==> config.mk <==
export PLATFORM = sky130hd
export DESIGN_NAME = imem_loader
export DESIGN_NICKNAME = d
export VERILOG_FILES = /design/src/rtl/imem_loader_pkg.sv /design/src/rtl/imem_loader.sv
export SDC_FILE = /design/constraint.sdc
export NUM_CORES = 1
export LEC_CHECK = 0
export ABC_AREA = 1
export BUFFER_PORTS_ARGS = -buffer_cell sky130_fd_sc_hd__buf_2
export CORE_ASPECT_RATIO = 0.8
export CORE_MARGIN = 1.5
export CORE_UTILIZATION = 60
export CTS_CLUSTER_SIZE = 40
export DETAILED_ROUTE_END_ITERATION = 8
export GPL_TIMING_DRIVEN = 0
export PLACE_DENSITY = 0.78
export SLEW_MARGIN = 30
export SYNTH_ARGS = -nofsm -noshare
export SYNTH_HDL_FRONTEND = slang
export SYNTH_SLANG_ARGS = --single-unit
==> constraint.sdc <==
create_clock -name clk -period 2.9 [get_ports clk]
set_input_delay 0.29 -clock clk [delete_from_list [all_inputs] [get_ports clk]]
set_output_delay 0.29 -clock clk [all_outputs]
set_load 0.01 [all_outputs]
==> src/rtl/imem_loader_pkg.sv <==
// Shared types and constants for the boot-time instruction-memory loader.
package imem_loader_pkg;

    localparam int unsigned INSTR_W    = 19;
    localparam int unsigned WORD_BYTES = 3;

    typedef enum logic [3:0] {
        IDLE,
        LEN_HI,
        LEN_LO,
        W0,
        W1,
        W2,
        CSUM,
        DONE,
        ERR
    } state_t;

    function automatic logic [INSTR_W-1:0] pack_word(
        input logic [2:0] b0_lo,
        input logic [7:0] b1,
        input logic [7:0] b2
    );
        return {b0_lo, b1, b2};
    endfunction

endpackage

==> src/rtl/imem_loader.sv <==
// Receives a length-prefixed, checksummed byte stream and writes 19-bit words
// into instruction memory, keeping the CPU in reset until the image verifies.
module imem_loader
    import imem_loader_pkg::*;
#(
    parameter int unsigned ADDR_W = 8
) (
    input  logic               clk,
    input  logic               reset,
    input  logic               start,
    input  logic [7:0]         rx_data,
    input  logic               rx_valid,
    output logic               rx_ready,
    output logic               imem_we,
    output logic [ADDR_W-1:0]  imem_addr,
    output logic [INSTR_W-1:0] imem_wdata,
    output logic               cpu_reset,
    output logic               busy,
    output logic               done,
    output logic               error
);

    localparam logic [16:0] MAX_WORDS = 17'(1) << ADDR_W;

    state_t          state;
    // [15:8] holds LEN_HI while in LEN_LO; [10:8] and [7:0] hold B0[2:0] and B1 while assembling
    logic [15:0]     hold;
    logic [7:0]      csum;
    logic [ADDR_W:0] words_left;

    logic            accept;
    logic [15:0]     len_word;
    logic            len_ok;

    assign rx_ready = (state == LEN_HI) || (state == LEN_LO) || (state == W0) ||
                      (state == W1)     || (state == W2)     || (state == CSUM);
    assign busy     = rx_ready;
    assign accept   = rx_valid & rx_ready;
    assign len_word = {hold[15:8], rx_data};
    assign len_ok   = (len_word != 16'h0000) && ({1'b0, len_word} <= MAX_WORDS);

    always_ff @(posedge clk or posedge reset) begin
        if (reset) begin
            state      <= IDLE;
            hold       <= '0;
            csum       <= '0;
            words_left <= '0;
            imem_we    <= 1'b0;
            imem_addr  <= '0;
            imem_wdata <= '0;
            cpu_reset  <= 1'b1;
            done       <= 1'b0;
            error      <= 1'b0;
        end else begin
            imem_we <= 1'b0;
            if (imem_we) begin
                imem_addr <= imem_addr + 1'b1;
            end

            unique case (state)
                IDLE, DONE, ERR: begin
                    if (start) begin
                        state      <= LEN_HI;
                        hold       <= '0;
                        csum       <= '0;
                        words_left <= '0;
                        imem_addr  <= '0;
                        cpu_reset  <= 1'b1;
                        done       <= 1'b0;
                        error      <= 1'b0;
                    end
                end
                LEN_HI: begin
                    if (accept) begin
                        hold[15:8] <= rx_data;
                        csum       <= csum + rx_data;
                        state      <= LEN_LO;
                    end
                end
                LEN_LO: begin
                    if (accept) begin
                        csum <= csum + rx_data;
                        if (len_ok) begin
                            words_left <= len_word[ADDR_W:0];
                            state      <= W0;
                        end else begin
                            error <= 1'b1;
                            state <= ERR;
                        end
                    end
                end
                W0: begin
                    if (accept) begin
                        csum <= csum + rx_data;
                        if (rx_data[7:3] == 5'd0) begin
                            hold[10:8] <= rx_data[2:0];
                            state      <= W1;
                        end else begin
                            error <= 1'b1;
                            state <= ERR;
                        end
                    end
                end
                W1: begin
                    if (accept) begin
                        csum      <= csum + rx_data;
                        hold[7:0] <= rx_data;
                        state     <= W2;
                    end
                end
                W2: begin
                    if (accept) begin
                        csum       <= csum + rx_data;
                        imem_we    <= 1'b1;
                        imem_wdata <= pack_word(hold[10:8], hold[7:0], rx_data);
                        words_left <= words_left - 1'b1;
                        state      <= (words_left == (ADDR_W+1)'(1)) ? CSUM : W0;
                    end
                end
                CSUM: begin
                    if (accept) begin
                        if (rx_data == csum) begin
                            done      <= 1'b1;
                            cpu_reset <= 1'b0;
                            state     <= DONE;
                        end else begin
                            error <= 1'b1;
                            state <= ERR;
                        end
                    end
                end
                default: state <= IDLE;
            endcase
        end
    end

endmodule

After elaboration in Yosys (flattened, before gate mapping)
Index checks and enable logic that the tools add are counted.
{"block": "totals", "register_bits": 68, "inputBits": 12, "out_inout_bits": 33, "word_cells": 115}
{"block": "classes", "n_addsub": 3, "n_lt_le_gt_ge": 1, "n_eq_ne": 24, "mux": 47, "bitwise_logic": 1, "n_reduce_logical": 27}
{"operator": "8-bit two-way mux", "n": 6}
{"operator": "4-bit two-way mux", "n": 10}
{"operator": "9-bit two-way mux", "n": 4}
{"operator": "8-bit case mux with 2 select lines", "n": 2}
{"operator": "4-bit case mux with 7 select lines", "n": 1}
{"operator": "9-bit case mux with 3 select lines", "n": 1}
{"operator": "2-bit inequality test, second input constant", "n": 11}
{"operator": "4-bit by 3-bit == test with 1-bit output, second input constant", "n": 4}
{"operator": "16-bit by 9-bit less-or-equal comparator with 1-bit output, second input constant", "n": 1}
{"operator": "16-bit two-way mux", "n": 1}
{"operator": "16-bit nonzero test", "n": 1}
{"operator": "1-bit two-way mux", "n": 14}
{"operator": "5-bit case mux with 2 select lines", "n": 1}
{"operator": "5-bit AND reduction", "n": 2}
{"operator": "9-bit by 1-bit == test with 1-bit output, second input constant", "n": 1}
{"operator": "3-bit two-way mux", "n": 3}
{"operator": "3-bit case mux with 3 select lines", "n": 1}
{"operator": "3-bit AND reduction", "n": 3}
{"operator": "9-bit by 1-bit subtractor with 9-bit output, second input constant", "n": 1}
{"operator": "8-bit by 1-bit adder with 8-bit output, second input constant", "n": 1}
{"operator": "8-bit adder", "n": 1}
{"operator": "4-bit by 2-bit == test with 1-bit output, second input constant", "n": 2}
{"operator": "8-bit == test", "n": 1}
{"operator": "8-bit AND reduction", "n": 1}
{"operator": "other kinds (18)", "n": 29}

Logic depth before layout (Yosys ltp)
{"block": "depth", "ltp_word": 9, "mapped_depth": 14, "depth_no_buf": 12}

Worst setup path after synthesis
No wires, ideal clock.
{"block": "synth_path", "kind": "register -> register", "start": "register state[0]", "end": "register imem_wdata[18]", "setup_time_ps": 116, "arrival_ps": 1462, "required_time_ps": 2784, "path_slack_ps": 1321, "path_stages_with_launch": 13, "path_buffers": 2, "period_less_slack_ps": 1579, "path_cell_list": "dfrtp_1 > inv_2 > nand2_2 > nor2_2 > inv_2 > nand2_4 > nand2_4 > inv_6 > nand2_4 > buf_6 > buf_6 > nand2_1 > nand2_1"}
{"block": "synth_between", "elab_chain_cells": 8, "elab_cells_between_ends": 13, "cone_classes": "eq/ne (6); bitwise (1); reduce/logical (6)"}
{"element": "start, declared", "line_no": "imem_loader.sv:25", "rtl": "state_t state;"}
{"element": "start signal, assigned", "line_no": "imem_loader.sv:117", "rtl": "state <= (words_left == (ADDR_W+1)'(1)) ? CSUM : W0;"}
{"element": "4-bit by 1-bit == test with 1-bit output / 4-bit by 2-bit == test with 1-bit output (equally long branches)", "line_no": "imem_loader.sv:35", "rtl": "assign rx_ready = (state == LEN_HI) || (state == LEN_LO) || (state == W0) ||"}
{"element": "1-bit logical OR (3 in a row)", "line_no": "imem_loader.sv:35"}
{"element": "1-bit logical OR", "line_no": "imem_loader.sv:36", "rtl": "(state == W1) || (state == W2) || (state == CSUM);"}
{"element": "1-bit logical OR (*)", "line_no": "imem_loader.sv:36"}
{"element": "net busy", "line_no": "imem_loader.sv:18", "rtl": "output logic busy,"}
{"element": "1-bit bitwise AND (*)", "line_no": "imem_loader.sv:38", "rtl": "assign accept = rx_valid & rx_ready;"}
{"element": "2-bit AND reduction (no source line) (*)"}
{"element": "end signal, assigned", "line_no": "imem_loader.sv:115", "rtl": "imem_wdata <= pack_word(hold[10:8], hold[7:0], rx_data);"}
{"element": "end, declared", "line_no": "imem_loader.sv:16", "rtl": "output logic [INSTR_W-1:0] imem_wdata,"}
Mark *: on every way through the listed nets, which the timed path passes. The rest lies on a longest branch.
A chain may end at the register's enable or synchronous reset.

Final worst setup path
{"block": "layout_path", "start": "register state[3]", "end": "register words_left[2]"}
{"block": "layout_between", "elab_chain_cells": 9, "elab_cells_between_ends": 23, "cone_classes": "eq/ne (12); mux (1); bitwise (1); reduce/logical (9)"}
{"element": "4-bit by 1-bit == test with 1-bit output / 4-bit by 2-bit == test with 1-bit output (equally long branches)", "line_no": "imem_loader.sv:35, imem_loader.sv:60"}
{"element": "1-bit logical OR (3 in a row)", "line_no": "imem_loader.sv:35"}
{"element": "1-bit logical OR (2 in a row)", "line_no": "imem_loader.sv:36"}
{"element": "1-bit bitwise AND", "line_no": "imem_loader.sv:38"}
{"element": "2-bit inequality test (no source line)"}
{"element": "5-bit AND reduction (no source line)"}
{"element": "end signal, assigned", "line_no": "imem_loader.sv:84", "rtl": "words_left <= len_word[ADDR_W:0];"}
{"element": "end signal, assigned", "line_no": "imem_loader.sv:116", "rtl": "words_left <= words_left - 1'b1;"}
{"element": "end, declared", "line_no": "imem_loader.sv:29", "rtl": "logic [ADDR_W:0] words_left;"}
Several ways; a longest one is shown, not always the timed one.

==> run metrics <==
status finished clean; hpwl dp 6.518 mm; Synth cell types 36; row cnt 25; Setup TNS 0 ns; Reg clk slew, reported paths 0.07 ns; most frequent cell after synthesis nand2_1; first-pass GRT wire length 14.56 mm; cell count of the worst hold path 3; share of the synthesized area in the top cell type 0.4437; filler instances 490; synthesized area per cell 7.618 um2; Clk Latency, worst-skew pair 0.35 ns; final setup vio count 0; GR Util met2 0.4196; H-tree depth 3; Post-Route Skew 0.01037 ns; Post-synth EDFFs 0; Die X 91.73 um; Pleak 0.002428 uW; First DRT Iteration DRCs 206; Post-synth top cells nand2_1 (172), dfrtp_1 (67), inv_1 (45), nor2_1 (45), nand3_1 (42); Critical-path top delay cell dfrtp_1; Synth Instances 496; Hold Violations, Final 0; vias per cell 5.441; Routed WL 8.742 mm; num ports 45; post-cts gate resize count 0; Pre-Repair DR Iteration Count 5; CTS tree built; RSZ-0062 raised after global routing false; startpoint types register; Async S/R FF share, synth 1.000; fin crit share 0.6612; Cell Area, Synth 0.003779 mm2; fin. max-slew vios 0; Largest stage delay, worst path 0.43 ns; CP cell instances inv_2, nand2_1, o21ai_2, nand2_1, a21oi_4, nand2_4, nand2_1, o21ai_2; GRT Total Usage 0.2789; GR peak layer met2; die area 0.006786 mm2; Area growth, synth to finish 15.76%; Fmax 521.5 MHz; vias in the first global route 3126; dpl ws 0.9396 ns; antenna violations before repair 0; Seq cells post-synth 68; relative slew slack 0.5427; Max-Cap Viols 0; synth top area cells dfrtp_1 (44%), nand2_1 (17%), nand3_1 (5.6%); worst slew pin tran 0.6829 ns; path type of the worst min-delay path primary input to register; drt wl/cell 13.68 um; r2r worst-path depth 8; Peak VDD IR 0.0005473 V; layout cells sized above 1 0.1685; Port Buf Inserts 44; root buffer cell clkbuf_8; remaining antenna violation count 0; DR vias 3477; CP Data Arrival Time 2.15 ns; Multi-input gate area 0.001800 mm2; Max Root-Sink Buffers 2; min setup slack post-route 0.9825 ns; nets@finish 576; M1 GR Usage 0.3933; register area share after synthesis 0.4507; GR Overflow Total 0; Initial Util 0.6292; clock sinks 68; Yosys top cell by area dfrtp_1; CTS Buf Count 9; Crit Path Category register to register; CP most frequent cell nand2_1; ant diodes 0; Worst EP required 3.13 ns; dominant synthesized flop cell dfrtp_1; post-layout min period 1.918 ns; Placeable Area 0.006006 mm2; Power Dens Cells 893.8 mW/mm2; DRC Markers 0; CP max FO 10; Die Y 73.98 um; CP Capture Type register; routability cong. 0.9377; total of warnings raised by yosys 0; largest net degree at the start of global routing 39; Storage cell area 0.001703 mm2; post-synth net total 519; met3 Use GR 0.05317
==> layout make-up <==
class                           count  area share
Sequential cell                    68      0.3893
Clock inverter                      6     0.02603
Tap cell                           81     0.02317
Clock buffer                       10     0.02918
Timing Repair Buffer               46     0.05721
Inverter                           54     0.04920
Multi-Input combinational cell    367      0.4116
Buffer                              7     0.01430
==> timing repair <==
action,CTS,global route
buffers inserted,0,0
hold buffers,1,0
hold endpoints to repair,29,0
==> metal layers <==
layer  share of wire  up-vias
met5               0        -
met2            0.43      126
met4           0.026        0
met3           0.061       25
met1            0.48     1617
li1                -     1709
==> flip-flops by register name, indices dropped and copies added (netlist names) <==
signal / flops
imem_wdata: 19
hold: 16
words_left: 9
csum: 8
imem_addr: 8
state: 4
cpu_reset: 1
done: 1
error: 1
imem_we: 1
==> cell families (layout without fill, tap and decap cells) <==
logic type | Yosys count | after routing | synth area share
AND/OR/NAND/NOR | 288 | 288 | 0.3225
flip-flops | 68 | 68 | 0.4507
buffers and inverters | 61 | 123 | 0.07285
AO/OA/AOI/OAI | 57 | 57 | 0.09007
adder cells (fa/ha/maj) | 11 | 11 | 0.03841
XOR/XNOR | 11 | 11 | 0.02550
==> cell usage in the layout (no fill, tap or decap), types with 4 or more instances in the layout <==
cell type and count:
nand2_4 4, nor3_1 6, clkbuf_8 9, a21oi_1 10, nand4_1 5, inv_2 6, ha_1 10, nand2_1 172
o21ai_0 31, dfrtp_1 67, xor2_1 6, nand2_2 6, nor2_2 4, nor2_1 45, inv_1 44, o22ai_1 4
nand3_1 42, xnor2_1 5, buf_2 45
==> critical path: cells and delay by family, from the launching register on <==
| kind | cells | cell delay, ns |
|---|---|---|
| flops | 1 | 0.43 |
| compound gates | 3 | 0.63 |
| simple gates | 4 | 0.64 |
| buf+inv | 1 | 0.10 |
==> metrics by stage <==
step / total power, uW / utilization / hold slack [ns] / cells / cell area [um2]
floorplan: 2535 / - / 0.4345 / 496 / 3779
global placement: 2884 / 0.6827 / 0.4510 / 621 / 4100
detailed placement: 2947 / 0.6865 / 0.3189 / 622 / 4123
CTS: 3897 / 0.7283 / 0.2288 / 639 / 4374
global route: 4192 / 0.7283 / 0.2275 / 639 / 4374
finish: 3910 / 0.7283 / 0.2286 / 639 / 4374
==> worst paths after layout <==
kind / startpoint / endpoint / slack, ns
max in group asynchronous: reset / csum[7]$_DFFE_PP0P_ / 1.89
worst max register to register: state[3]$_DFFE_PP0P_ / words_left[2]$_DFFE_PP0P_ / 0.98
worst max-delay path: state[3]$_DFFE_PP0P_ / words_left[2]$_DFFE_PP0P_ / 0.98
worst min register to register: hold[3]$_DFFE_PP0P_ / imem_wdata[11]$_DFFE_PP0P_ / 0.47
worst min-delay path: rx_data[5] / hold[13]$_DFFE_PP0P_ / 0.23
min in group asynchronous: reset / done$_DFFE_PP0P_ / 0.48
==> power breakdown <==
part / internal [uW] / switching [uW]
sequential: 1140 / 162
combinational: 546 / 1120
clock: 573 / 368
No activity file was read; power rests on OpenSTA's default activity.
